## config.mk

```make
export PLATFORM = sky130hd
export DESIGN_NAME = ppu_attr_writer
export DESIGN_NICKNAME = d
export VERILOG_FILES = /design/src/rtl/ppu_pkg.sv /design/src/rtl/attr_shadow.sv /design/src/rtl/ppu_attr_writer.sv
export SDC_FILE = /design/constraint.sdc
export NUM_CORES = 1
export LEC_CHECK = 0
export BUFFER_PORTS_ARGS = -buffer_cell sky130_fd_sc_hd__buf_2
export CELL_PAD_IN_SITES_DETAIL_PLACEMENT = 1
export CELL_PAD_IN_SITES_GLOBAL_PLACEMENT = 1
export CORE_ASPECT_RATIO = 0.5
export CORE_MARGIN = 10
export CORE_UTILIZATION = 30
export DETAILED_ROUTE_END_ITERATION = 8
export PLACE_DENSITY_LB_ADDON = 0.1
export SETUP_SLACK_MARGIN = 0.3
export SLEW_MARGIN = 5
export SYNTH_ARGS = -nofsm -noshare
export SYNTH_HDL_FRONTEND = slang
export SYNTH_SLANG_ARGS = --single-unit
```

## constraint.sdc

```tcl
create_clock -name clk -period 2.2 [get_ports clk]
set_clock_uncertainty 0.05 [all_clocks]
set_input_delay 0.22 -clock clk [delete_from_list [all_inputs] [get_ports clk]]
set_output_delay 0.22 -clock clk [all_outputs]
set_load 0.03 [all_outputs]
```

## src/rtl/ppu_pkg.sv

```systemverilog
// Shared definitions for the PPU attribute writer: table selects, attribute
// word layout and the writer state encoding.
package ppu_pkg;

  localparam logic [7:0] TBL_ATTR   = 8'd0;
  localparam logic [7:0] TBL_SPRITE = 8'd1;
  localparam logic [7:0] TBL_COLOR  = 8'd2;

  localparam int unsigned ATTR_W    = 32;
  localparam int unsigned Y_LSB     = 0;
  localparam int unsigned Y_W       = 10;
  localparam int unsigned X_LSB     = 10;
  localparam int unsigned X_W       = 10;
  localparam int unsigned SADDR_LSB = 20;
  localparam int unsigned SADDR_W   = 8;
  localparam int unsigned COLOR_LSB = 28;
  localparam int unsigned COLOR_W   = 4;

  typedef struct packed {
    logic [COLOR_W-1:0] color;
    logic [SADDR_W-1:0] saddr;
    logic [X_W-1:0]     x;
    logic [Y_W-1:0]     y;
  } attr_word_t;

  typedef enum logic [1:0] {
    ST_IDLE  = 2'd0,
    ST_FLUSH = 2'd1,
    ST_DONE  = 2'd2
  } writer_state_e;

  // PPU bus address: table select in the high byte, entry index in the low byte.
  function automatic logic [15:0] ppu_addr(input logic [7:0] tbl, input logic [7:0] idx);
    return {tbl, idx};
  endfunction

endpackage

```

## src/rtl/attr_shadow.sv

```systemverilog
// Shadow copy of the sprite attribute table with one dirty bit per entry.
// Game writes set dirty; the flush scan reads combinationally and clears it.
module attr_shadow
  import ppu_pkg::*;
#(
  parameter int unsigned NUM_SPRITES = 16,
  localparam int unsigned IW = $clog2(NUM_SPRITES)
) (
  input  logic              clk,
  input  logic              reset,
  input  logic              wr_en_i,
  input  logic [IW-1:0]     wr_idx_i,
  input  logic [ATTR_W-1:0] wr_data_i,
  input  logic              set_all_i,
  input  logic              clr_en_i,
  input  logic [IW-1:0]     rd_idx_i,
  output logic [ATTR_W-1:0] rd_data_o,
  output logic              rd_dirty_o
);

  attr_word_t             mem_q [NUM_SPRITES];
  logic [NUM_SPRITES-1:0] dirty_q;
  logic [NUM_SPRITES-1:0] dirty_d;

  always_ff @(posedge clk) begin
    if (reset) begin
      for (int i = 0; i < int'(NUM_SPRITES); i++) begin
        mem_q[i] <= '0;
      end
    end else if (wr_en_i) begin
      mem_q[wr_idx_i] <= attr_word_t'(wr_data_i);
    end
  end

  // A clear only ever comes from the flush scan, which never overlaps a write.
  always_comb begin
    dirty_d = dirty_q;
    for (int i = 0; i < int'(NUM_SPRITES); i++) begin
      dirty_d[i] = (dirty_q[i] | set_all_i | (wr_en_i && (wr_idx_i == IW'(i))))
                   & ~(clr_en_i && (rd_idx_i == IW'(i)));
    end
  end

  always_ff @(posedge clk) begin
    if (reset) begin
      dirty_q <= '0;
    end else begin
      dirty_q <= dirty_d;
    end
  end

  assign rd_data_o  = mem_q[rd_idx_i];
  assign rd_dirty_o = dirty_q[rd_idx_i];

endmodule

```

## src/rtl/ppu_attr_writer.sv

```systemverilog
// Flushes dirty sprite attributes to the PPU attribute table once per frame,
// starting on the first vertical-blank line, one bus write per cycle.
module ppu_attr_writer
  import ppu_pkg::*;
#(
  parameter int unsigned NUM_SPRITES = 16,
  parameter logic [9:0]  VTRIG       = 10'd480,
  parameter logic [7:0]  ATTR_TABLE  = TBL_ATTR,
  localparam int unsigned IW = $clog2(NUM_SPRITES)
) (
  input  logic              clk,
  input  logic              reset,
  input  logic [9:0]        vcount,
  input  logic              upd_valid,
  output logic              upd_ready,
  input  logic [IW-1:0]     upd_index,
  input  logic [ATTR_W-1:0] upd_data,
  input  logic              flush_all,
  output logic              chipselect,
  output logic              write,
  output logic [15:0]       address,
  output logic [ATTR_W-1:0] writedata,
  output logic              busy,
  output logic              frame_done
);

  writer_state_e     state_q;
  writer_state_e     state_d;
  logic [IW-1:0]     scan_q;
  logic [IW-1:0]     scan_d;
  logic [9:0]        vcount_prev_q;
  logic              trig;
  logic              scan_last;
  logic              in_idle;
  logic              in_flush;
  logic [ATTR_W-1:0] rd_data;
  logic              rd_dirty;
  logic              cs_q;
  logic              wr_q;
  logic [15:0]       addr_q;
  logic [ATTR_W-1:0] wdata_q;

  assign trig      = (vcount == VTRIG) && (vcount_prev_q != VTRIG);
  assign scan_last = (scan_q == IW'(NUM_SPRITES - 1));
  assign in_idle   = (state_q == ST_IDLE);
  assign in_flush  = (state_q == ST_FLUSH);

  attr_shadow #(
    .NUM_SPRITES(NUM_SPRITES)
  ) u_shadow (
    .clk        (clk),
    .reset      (reset),
    .wr_en_i    (upd_valid && in_idle),
    .wr_idx_i   (upd_index),
    .wr_data_i  (upd_data),
    .set_all_i  (flush_all && in_idle),
    .clr_en_i   (in_flush && rd_dirty),
    .rd_idx_i   (scan_q),
    .rd_data_o  (rd_data),
    .rd_dirty_o (rd_dirty)
  );

  always_ff @(posedge clk) begin
    if (reset) begin
      state_q       <= ST_IDLE;
      scan_q        <= '0;
      vcount_prev_q <= 10'd0;
    end else begin
      state_q       <= state_d;
      scan_q        <= scan_d;
      vcount_prev_q <= vcount;
    end
  end

  // The flush always walks every index so its length never depends on the dirty count.
  always_comb begin
    state_d = state_q;
    scan_d  = scan_q;
    case (state_q)
      ST_IDLE: begin
        if (trig) begin
          scan_d  = '0;
          state_d = ST_FLUSH;
        end else begin
          state_d = ST_IDLE;
        end
      end
      ST_FLUSH: begin
        if (scan_last) begin
          state_d = ST_DONE;
        end else begin
          scan_d = scan_q + IW'(1);
        end
      end
      ST_DONE: state_d = ST_IDLE;
      default: state_d = ST_IDLE;
    endcase
  end

  always_comb begin
    upd_ready  = 1'b0;
    busy       = 1'b1;
    frame_done = 1'b0;
    case (state_q)
      ST_IDLE: begin
        upd_ready = 1'b1;
        busy      = 1'b0;
      end
      ST_FLUSH: busy = 1'b1;
      ST_DONE:  frame_done = 1'b1;
      default: begin
        upd_ready = 1'b0;
        busy      = 1'b1;
      end
    endcase
  end

  // Address and data hold their last value between writes; only the strobes drop.
  always_ff @(posedge clk) begin
    if (reset) begin
      cs_q    <= 1'b0;
      wr_q    <= 1'b0;
      addr_q  <= 16'd0;
      wdata_q <= '0;
    end else if (in_flush && rd_dirty) begin
      cs_q    <= 1'b1;
      wr_q    <= 1'b1;
      addr_q  <= ppu_addr(ATTR_TABLE, 8'(scan_q));
      wdata_q <= rd_data;
    end else begin
      cs_q    <= 1'b0;
      wr_q    <= 1'b0;
    end
  end

  assign chipselect = cs_q;
  assign write      = wr_q;
  assign address    = addr_q;
  assign writedata  = wdata_q;

endmodule

```

==> impl_metrics.prom <==
# TYPE chip_impl_metric gauge
chip_impl_metric{name="yosysTopAreaCellShare",unit="%"} 59.2
chip_impl_metric{name="antenna_found_initial",unit=""} 20
chip_impl_info{name="cp-end-kind",value="flip-flop"} 1
chip_impl_metric{name="wl_per_cell",unit="um"} 30.1
chip_impl_metric{name="setup_ws",unit="ns"} -0.0269
chip_impl_info{name="yosysTopAreaCell",value="edfxtp_1"} 1
chip_impl_metric{name="setup-violations-final",unit=""} 43
chip_impl_info{name="failed_checks",value="setup timing"} 1
chip_impl_metric{name="grt_overflow",unit=""} 0
chip_impl_metric{name="ys_types",unit=""} 50
chip_impl_info{name="cp_cell_sequence",value="buf_6 > or3b_4 > buf_6 > or2_4 > nor2_4 > or2_4 > buf_12 > buf_12"} 1
chip_impl_metric{name="floorplan.die_area",unit="mm^2"} 0.0994
chip_impl_metric{name="cts_made_buffers",unit=""} 57
chip_impl_metric{name="area_growth",unit="%"} 33.8
chip_impl_metric{name="gr-usage-all-layers",unit="%"} 18.8
chip_impl_metric{name="postSynthRegisterBits",unit=""} 581
chip_impl_metric{name="synth_enable_flop_cells",unit=""} 512
chip_impl_info{name="cpLargestDelayFamily",value="simple AND/OR/NAND/NOR gates"} 1
chip_impl_metric{name="regToRegSetupSlack",unit="ns"} -0.03
chip_impl_metric{name="postSynth.asyncResetShare",unit="%"} 0
chip_impl_metric{name="number_of_global_route_vias_before_repair",unit=""} 17300
chip_impl_info{name="crit_path_max_delay_cell_type",value="or3b_4"} 1
chip_impl_metric{name="net-switching-power",unit="W"} 0.00568
chip_impl_metric{name="power_density",unit="mW/mm^2"} 710
chip_impl_metric{name="detail_route.vias_per_cell",unit=""} 5.01
chip_impl_metric{name="design.final.nets",unit=""} 2147
chip_impl_metric{name="routed-via-count",unit=""} 16700
chip_impl_info{name="clock_root_buffer",value="clkbuf_16"} 1
chip_impl_metric{name="dpl-instance-area",unit="mm^2"} 0.0297
chip_impl_info{name="hold_end",value="u_shadow.mem_q[14][7]"} 1
chip_impl_metric{name="clock_latency",unit="ns"} 0.63
chip_impl_metric{name="grt_first_pass_wirelength",unit="um"} 136000
chip_impl_metric{name="drive_above_1_share",unit="%"} 37.9
chip_impl_metric{name="timing.reg2reg.worst_path_depth",unit=""} 8
chip_impl_metric{name="route.antenna.remaining_nets",unit=""} 0
chip_impl_metric{name="clk_path_buf_depth",unit=""} 3
chip_impl_metric{name="core.rowCount",unit=""} 76
chip_impl_metric{name="total_leakage_power",unit="nW"} 12.6
chip_impl_metric{name="netlist_area_before_placement",unit="mm^2"} 0.0260
chip_impl_info{name="layout.cells.most_common",value="edfxtp_1"} 1
chip_impl_metric{name="core_region_area",unit="mm^2"} 0.0860
chip_impl_metric{name="internal-power",unit="W"} 0.0190
chip_impl_metric{name="final_cell_area",unit="mm^2"} 0.0347
chip_impl_metric{name="portBuffers",unit=""} 90
chip_impl_metric{name="power.share.clock",unit="%"} 42.5
chip_impl_metric{name="switching_share",unit="%"} 23.1
chip_impl_metric{name="detail_route.iter0.violations",unit=""} 1468
chip_impl_metric{name="ios",unit=""} 103
chip_impl_metric{name="power_frac_comb",unit="%"} 6.5
chip_impl_metric{name="router_iterations_before_antenna_repair",unit=""} 5
chip_impl_info{name="post_synth_main_area_contributors",value="edfxtp_1, and2_1, mux4_2"} 1
chip_impl_metric{name="cp.required",unit="ns"} 2.49
chip_impl_info{name="hold_path_class",value="input pin to flip-flop"} 1
chip_impl_metric{name="postRouteWirelength",unit="um"} 100000
chip_impl_metric{name="fin_crit",unit="ns"} 2.23
chip_impl_metric{name="initial_core_util",unit="%"} 30.2
chip_impl_metric{name="slowest_delay",unit="ns"} 0.43
chip_impl_metric{name="vdd_drop_max",unit="mV"} 0.533
chip_impl_metric{name="fin_crit_sh",unit="%"} 101
chip_impl_metric{name="synthCells",unit=""} 1773
chip_impl_info{name="critical_path.reg2reg.startpoint",value="state_q[1]"} 1
chip_impl_metric{name="final.setup.tns",unit="ns"} -0.421
chip_impl_info{name="endpoint_of_the_lowest_slack_register_to_register_path",value="u_shadow.mem_q[13][7]"} 1
chip_impl_metric{name="crit_fanout",unit=""} 8
chip_impl_metric{name="max-slew-margin-rel",unit="%"} 45.7
chip_impl_metric{name="synth_warnings",unit=""} 0
chip_impl_metric{name="dp_worst_setup_slack",unit="ns"} -0.224
chip_impl_info{name="cp-start-kind",value="flip-flop"} 1
chip_impl_metric{name="path_buf_inv",unit=""} 4
chip_impl_metric{name="grt_start_max_net_pins",unit=""} 90
chip_impl_metric{name="worst-endpoint-arrival",unit="ns"} 2.52
chip_impl_metric{name="synth-seq-area-share",unit="%"} 64.6
chip_impl_metric{name="total_power_of_the_final_layout",unit="W"} 0.0246
chip_impl_info{name="grt_setup_unrepaired",value="true"} 1
chip_impl_metric{name="final_hold_viol_count",unit=""} 0
chip_impl_info{name="path_type_of_the_worst_setup_path",value="flip-flop to flip-flop"} 1
chip_impl_metric{name="timing_max_transition_violations_final",unit=""} 0
chip_impl_metric{name="detail_route.drc_violations",unit=""} 0
chip_impl_info{name="postSynth.topFlopCell",value="edfxtp_1"} 1
chip_impl_metric{name="layout.filler_cells",unit=""} 8559
chip_impl_metric{name="clk_pin_slew",unit="ns"} 0.06
chip_impl_metric{name="fp.dieH",unit="um"} 228
chip_impl_metric{name="whs_path_depth",unit=""} 2
chip_impl_info{name="mostFrequentLayoutCells",value="edfxtp_1, and2_1, mux4_2, buf_4, buf_12"} 1
chip_impl_metric{name="worstMarginPinSlew",unit="ns"} 0.813
chip_impl_metric{name="sequential_power_share",unit="%"} 51.1
chip_impl_metric{name="chipWidth",unit="um"} 436
chip_impl_metric{name="max_cap_viol_count",unit=""} 0
chip_impl_info{name="result_of_the_run",value="complete, but fails checks"} 1
chip_impl_metric{name="max_freq",unit="MHz"} 449
chip_impl_metric{name="detailedPlacementHpwl",unit="um"} 59000
chip_impl_metric{name="cts_max_level",unit=""} 2
chip_impl_info{name="hold_start",value="upd_data[7]"} 1
chip_impl_metric{name="post_synth.cell_area_avg",unit="um^2"} 14.6
chip_impl_info{name="tritoncts_clock_tree",value="done"} 1
chip_impl_metric{name="tritoncts_num_sinks",unit=""} 581
chip_impl_metric{name="gp_congestion",unit=""} 0.739
how the worst max path moves through the flow:
stage | start | endpoint | slack, ns | cells past startpoint
floorplan | state_q[0] | u_shadow.mem_q[9][0] | 0.17 | 4
global placement | scan_q[1] | writedata[31] | -0.22 | 7
detailed placement | scan_q[1] | writedata[31] | -0.22 | 7
CTS | state_q[1] | u_shadow.mem_q[0][27] | -0.03 | 7
global route | state_q[1] | u_shadow.mem_q[5][4] | -0.06 | 7
finish | state_q[1] | u_shadow.mem_q[13][7] | -0.03 | 8
metrics by stage:
| step | hold slack [ns] | util (%) | std cells |
|---|---|---|---|
| 2_1_floorplan | 0.298 | - | 1784 |
| 3_3_place_gp | 0.404 | 34.6 | 3069 |
| 3_5_place_dp | 0.408 | 34.6 | 3069 |
| 4_1_cts | 0.00988 | 39.3 | 3272 |
| 5_1_grt | 0.0309 | 40.4 | 3312 |
| 6_report | 0.0503 | 40.4 | 3324 |
cell families after synthesis:
family	after synthesis	share of synthesized area (%)
AO/OA/AOI/OAI	179	4.56
XOR/XNOR	2	0.0675
adder cells (fa/ha/maj)	4	0.193
buffers and inverters	177	3.15
flip-flops	581	64.6
multiplexers	138	11.5
other	1	0.0144
AND/OR/NAND/NOR	691	15.9
per-layer routing:
layer  vias to the layer above  GRT usage (%)  routed length (um)
li1                       7176              -                   -
met1                      8904           28.2               48100
met2                       475           28.9               44600
met3                       101           2.47                5760
met4                         0           3.69                1650
met5                         -              0                   0
layout make-up:
| class | count | area [um^2] | area share, % |
|---|---|---|---|
| Sequential cell | 581 | 16800 | 48.3 |
| Multi-Input combinational cell | 1026 | 9290 | 26.8 |
| Timing Repair Buffer | 423 | 5220 | 15.0 |
| Clock buffer | 81 | 1630 | 4.69 |
| Tap cell | 1170 | 1460 | 4.22 |
| Clock inverter | 26 | 303 | 0.872 |
| Antenna cell | 13 | 32.5 | 0.0937 |
| Inverter | 4 | 15.0 | 0.0432 |
sequential cells by signal, indices dropped and copies added, names as in the netlist:
| signal | flops |
|---|---|
| scan_q | 4 |
| u_shadow.mem_q | 512 |
| u_shadow.dirty_q | 16 |
| state_q | 2 |
| vcount_prev_q | 10 |
| writedata | 32 |
| write | 1 |
| address | 4 |
worst reg2reg max path: cells and delay by family, from the launching register on:
family / cells / cell delay (ns)
buf+inv: 4 / 0.57
flops: 1 / 0.32
simple gates: 4 / 0.99
repair_timing:
action / in CTS / in global routing
resized for setup: 221 / 94
setup endpoints to repair: 878 / 1079
hold buffers: 17 / 0
cloned: 20 / 15
buffers inserted: 59 / 24
endpoints found under the hold margin: 99 / 0
pin swaps: 55 / 24
power groups by stage:
stage,combinational (W),clock [W],sequential [W]
global placement,0.00136,0,0.0128
global route,0.00169,0.0111,0.0126
finish,0.00159,0.0105,0.0126
floorplan,0.000615,0,0.0127
CTS,0.00152,0.0107,0.0126
detailed placement,0.00136,0,0.0128
synth_stat cells (all sizes together) (4+ instances only):
| library cell | instances |
|---|---|
| and2 | 517 |
| edfxtp | 512 |
| clkbuf | 128 |
| mux4 | 128 |
| dfxtp | 69 |
| a22oi | 66 |
| buf | 45 |
| nand2 | 44 |
| nand3 | 39 |
| a21oi | 36 |
| o21ai | 35 |
| nor2 | 32 |
| a211oi | 21 |
| nor2b | 19 |
| nor3 | 14 |
| a21o | 10 |
| mux2i | 6 |
| nand2b | 6 |
| nor4 | 6 |
| a311oi | 4 |
| ha | 4 |
| inv | 4 |
| mux2 | 4 |
| or2 | 4 |
No activity file was read; power rests on OpenSTA's default activity.
